--- config.mk ---
export PLATFORM = sky130hd
export DESIGN_NAME = mem_burst_reader
export DESIGN_NICKNAME = d
export VERILOG_FILES = /design/src/rtl/mem_burst_reader.sv
export SDC_FILE = /design/constraint.sdc
export NUM_CORES = 2
export LEC_CHECK = 0
export BUFFER_PORTS_ARGS = -buffer_cell sky130_fd_sc_hd__buf_2
export CAP_MARGIN = 20
export CORE_MARGIN = 2
export CORE_UTILIZATION = 38
export CTS_CLUSTER_SIZE = 16
export DETAILED_ROUTE_END_ITERATION = 12
export PLACE_DENSITY_LB_ADDON = 0.25
export SYNTH_ARGS = -nofsm -noshare
export SYNTH_HDL_FRONTEND = slang
export SYNTH_SLANG_ARGS = --single-unit
export TNS_END_PERCENT = 100
--- constraint.sdc ---
create_clock -name clk_1 -period 7.44 [get_ports clk_1]
set_input_delay 0.744 -clock clk_1 [delete_from_list [all_inputs] [get_ports clk_1]]
set_output_delay 0.744 -clock clk_1 [all_outputs]
set_load 0.005 [all_outputs]
--- src/rtl/mem_burst_reader.sv ---
// Burst reader for the ALU result memory: streams req_len+1 words to a valid/ready channel.
// Define MEM_RD_FWD_EN for write-first forwarding on a same-cycle write/read collision.
module mem_burst_reader #(
    parameter int unsigned DW = 16,
    parameter int unsigned AW = 8,
    parameter int unsigned RW = 4,
    parameter int unsigned LW = 4
) (
    input  logic          clk_1,
    input  logic          rst,
    input  logic          wr_en,
    input  logic [AW-1:0] wr_addr,
    input  logic [DW-1:0] wr_data,
    input  logic          req_valid,
    output logic          req_ready,
    input  logic [AW-1:0] req_addr,
    input  logic [LW-1:0] req_len,
    input  logic [RW-1:0] req_r_addr,
    output logic          rsp_valid,
    input  logic          rsp_ready,
    output logic [DW-1:0] rsp_data,
    output logic [RW-1:0] rsp_r_addr,
    output logic          rsp_last,
    output logic          busy
);

    localparam int unsigned Depth = 2 ** AW;

    typedef enum logic [1:0] {StIdle, StIssue, StDrain} state_e;

    state_e        state_q, state_d;
    logic [AW-1:0] cur_addr_q, cur_addr_d;
    logic [LW-1:0] remaining_q, remaining_d;
    logic [RW-1:0] cur_r_q, cur_r_d;

    logic [DW-1:0] mem_q [Depth];

    logic [DW-1:0] buf_data_q [2];
    logic [RW-1:0] buf_r_q [2];
    logic          buf_last_q [2];
    logic          wr_ptr_q, rd_ptr_q;
    logic [1:0]    count_q;

    logic          issue, issue_last, pop;
    logic [DW-1:0] rd_word;

    always_ff @(posedge clk_1) begin
        if (wr_en) begin
            mem_q[wr_addr] <= wr_data;
        end
    end

    always_comb begin
        rd_word = mem_q[cur_addr_q];
`ifdef MEM_RD_FWD_EN
        if (wr_en && (wr_addr == cur_addr_q)) begin
            rd_word = wr_data;
        end
`endif
    end

    // Issue gating on buffer occupancy keeps the 2-entry buffer from overflowing.
    assign issue      = (state_q == StIssue) && (count_q < 2'd2);
    assign issue_last = issue && (remaining_q == '0);
    assign rsp_valid  = (count_q != 2'd0);
    assign pop        = rsp_valid && rsp_ready;
    assign rsp_data   = rsp_valid ? buf_data_q[rd_ptr_q] : '0;
    assign rsp_r_addr = rsp_valid ? buf_r_q[rd_ptr_q] : '0;
    assign rsp_last   = rsp_valid && buf_last_q[rd_ptr_q];
    assign req_ready  = (state_q == StIdle) && !rst;
    assign busy       = (state_q != StIdle);

    always_comb begin
        state_d     = state_q;
        cur_addr_d  = cur_addr_q;
        remaining_d = remaining_q;
        cur_r_d     = cur_r_q;
        unique case (state_q)
            StIdle: begin
                if (req_valid) begin
                    cur_addr_d  = req_addr;
                    remaining_d = req_len;
                    cur_r_d     = req_r_addr;
                    state_d     = StIssue;
                end
            end
            StIssue: begin
                if (issue) begin
                    cur_addr_d  = cur_addr_q + 1'b1;
                    cur_r_d     = cur_r_q + 1'b1;
                    remaining_d = remaining_q - 1'b1;
                    if (issue_last) begin
                        state_d = StDrain;
                    end
                end
            end
            StDrain: begin
                if (pop && rsp_last) begin
                    state_d = StIdle;
                end
            end
            default: state_d = StIdle;
        endcase
    end

    always_ff @(posedge clk_1 or posedge rst) begin
        if (rst) begin
            state_q     <= StIdle;
            cur_addr_q  <= '0;
            remaining_q <= '0;
            cur_r_q     <= '0;
        end else begin
            state_q     <= state_d;
            cur_addr_q  <= cur_addr_d;
            remaining_q <= remaining_d;
            cur_r_q     <= cur_r_d;
        end
    end

    // The issued read lands directly in the output buffer one edge later.
    always_ff @(posedge clk_1 or posedge rst) begin
        if (rst) begin
            for (int i = 0; i < 2; i++) begin
                buf_data_q[i] <= '0;
                buf_r_q[i]    <= '0;
                buf_last_q[i] <= 1'b0;
            end
            wr_ptr_q <= 1'b0;
            rd_ptr_q <= 1'b0;
            count_q  <= 2'd0;
        end else begin
            if (issue) begin
                buf_data_q[wr_ptr_q] <= rd_word;
                buf_r_q[wr_ptr_q]    <= cur_r_q;
                buf_last_q[wr_ptr_q] <= issue_last;
                wr_ptr_q             <= ~wr_ptr_q;
            end
            if (pop) begin
                rd_ptr_q <= ~rd_ptr_q;
            end
            count_q <= count_q + {1'b0, issue} - {1'b0, pop};
        end
    end

endmodule

==> metrics <==
status=finished clean; Post-synth EDFFs=4096; Setup Viol. Count Final=0; Final Critical Period=5.45 ns; commonest non-fill, non-tap cell in the layout=edfxtp_1; worst-margin pin slew=1.42 ns; starting density of the core=38.2%; RSZ-0062 raised after global routing=false; syn avg cell area=21.5 µm²; vias per cell=5.81; Root Buffer=clkbuf_16; CP Max Fanout=35; Final nets=7989; reg2reg setup slack=1.99 ns; crit path kind=reg -> reg; TNS Setup=0 ns; Final Hold Fails=0; First DRT Iteration DRCs=11409; initial antenna violation count=37; worst rel slew slack=5.11%; Post-DP HPWL=281 mm; final hold slack=0.0573 ns; Via Count=81049; clk sinks=4160; post-layout util=43.7%; critical path data arrival time=6.29 ns; Cell Pwr Density=364 mW/mm²; TritonCTS clock tree=built; Synthesized Nets=7500; Hold WC Path Type=in -> async; Layout Area Growth over Synthesis=14.6%; sequential-to-total area share from yosys stat=77.7%; final setup margin=1.99 ns; gr ovfl total=0; die area=0.427 mm²; global-route wire length before repair=652 mm; gpl congestion=0.867; final worst-path cycle share=73.3%; max-cap viol count=0; Max Root-Sink Buffers=4; Detail Route Antenna Nets=0; largest net degree at the start of global routing=181; Critical Path RT=8.28 ns; die height=654 µm; crit end category=flip-flop; routed len/inst=33.9 µm; clock-pin slew on the worst setup and hold paths=0.07 ns; most frequent cells in the layout=4096 x edfxtp_1, 900 x mux4_2, 438 x mux2i_1; dpl ws=2.06 ns; asr flop ratio synth=1.54%; H-tree depth=5; warnings from Yosys=0; die width=654 µm; Max rail drop VDD=395 µV; layout cell share with drive strength beyond 1=26.6%; Top Ports=69; Static Leakage=58.2 nW; final WL=472 mm; Setup Skew=0.0825 ns; # DRC=0; Total GRT Usage=21.8%; final slew viol count=0; clk_lat worst skew=1.00 ns; vias in the first global route=79787; post_cts resized=0; DRT Pass-1 Iters=9; cell area after synthesis=0.160 mm²; Synth Flop Type=edfxtp_1; post-synth cell types=74; I/O Buffers=68; Synth Register Bits=4160; row count=238; crit start category=flip-flop; Post-Synthesis Cells=7449; Max Clk Rate=0.183 GHz; Core Region=0.420 mm²; TritonCTS Buffers=421
[routing by layer]
| metal | routed length, µm | track usage [%] |
|---|---|---|
| met5 | 87 | 0 |
| met4 | 17100 | 7.55 |
| met3 | 42600 | 4.19 |
| met2 | 218000 | 33.6 |
| met1 | 194000 | 31.0 |
[critical path: stages (launching register included)]
cell and delay (ns):
dfrtp_4 0.98, buf_4 0.62, buf_4 0.60, mux4_2 0.41, mux2i_1 0.36, o22a_1 0.27, nand4_1 0.33, a222oi_1 1.15
o2bb2a_1 0.30, o21ai_0 0.09
[synth_stat cells (16+ instances only)]
cell type / instances / area, µm²
o21ai_0: 75 / 375
mux4_2: 900 / 20300
buf_6: 42 / 473
edfxtp_1: 4096 / 123000
a22o_1: 20 / 175
nand3_1: 108 / 541
mux2i_1: 438 / 4380
a31oi_1: 24 / 150
mux2_2: 36 / 405
o21ai_1: 35 / 175
a22oi_1: 238 / 1790
nand4_1: 18 / 113
dfrtp_1: 64 / 1600
a221oi_1: 41 / 359
a21oi_1: 86 / 430
a211oi_1: 42 / 315
clkbuf_1: 183 / 687
o22ai_1: 34 / 213
buf_4: 40 / 300
buf_2: 151 / 756
buf_1: 31 / 116
o22a_1: 16 / 140
nor2_1: 328 / 1230
nor2b_1: 36 / 225
nand2_1: 179 / 672
[cells by family (layout without fill, tap and decap cells)]
logic type,after synthesis,count (layout),synth area share (%)
muxes,1374,1374,15.6
AOI/OAI and AO/OA,700,700,3.08
buffers and inverters,461,1298,1.51
adders and majority gates,6,6,0.0468
and+or+nand+nor,745,745,2.05
other,0,12,0
xor gates and xnor gates,3,3,0.0164
DFF,4160,4160,77.7
[final cells by class]
class / instances / area [µm²]
fillers: 35563 / 236000
flip-flops and latches: 4160 / 125000
multi-input cells: 2828 / 33900
clock buffers: 536 / 11200
well taps: 5640 / 7060
repair buffers: 516 / 4830
clock inverters: 235 / 2200
inverters: 11 / 50.0
diodes: 12 / 30.0
[through the flow]
step           area [µm²]  power, mW  std cells
6_report           184000       66.9      13938
5_1_grt            184000       68.7      13928
4_1_cts            184000       67.2      13912
3_5_place_dp       170000       46.6      13136
3_3_place_gp       170000       46.5      13100
2_1_floorplan      160000       38.3       7449
[registers in the layout (all words and copies together), names as in the netlist]
signal	cells
count_q	2
cur_r_q	4
buf_r_q	8
wr_ptr_q	1
rd_ptr_q	1
buf_data_q	32
buf_last_q	2
state_q	2
remaining_q	4
cur_addr_q	8
mem_q	4096
[worst paths after layout]
path	start	to	cells past startpoint
max in group asynchronous	rst	cur_addr_q[2]$_DFFE_PP0P_	3
setup / recovery	cur_addr_q[1]$_DFFE_PP0P_	buf_data_q[20]$_DFFE_PP0P_	9
min in group clk_1	req_len[3]	remaining_q[3]$_DFFE_PP0P_	3
setup reg to reg	cur_addr_q[1]$_DFFE_PP0P_	buf_data_q[20]$_DFFE_PP0P_	9
hold / removal	rst	cur_r_q[3]$_DFFE_PP0P_	3
hold reg to reg	buf_data_q[9]$_DFFE_PP0P_	buf_data_q[9]$_DFFE_PP0P_	2
[power breakdown]
| group | total [mW] | internal (mW) | switching (mW) |
|---|---|---|---|
| Sequential | 26.4 | 26.0 | 0.419 |
| Clock | 20.7 | 11.7 | 9.01 |
| Combinational | 19.8 | 7.33 | 12.5 |
[timing repair]
action | in CTS | in global routing
hold endpoints to repair | 5 | 0
buffers inserted | 0 | 0
hold buffers | 5 | 0
Note: power is estimated with default switching activity, not from simulation.
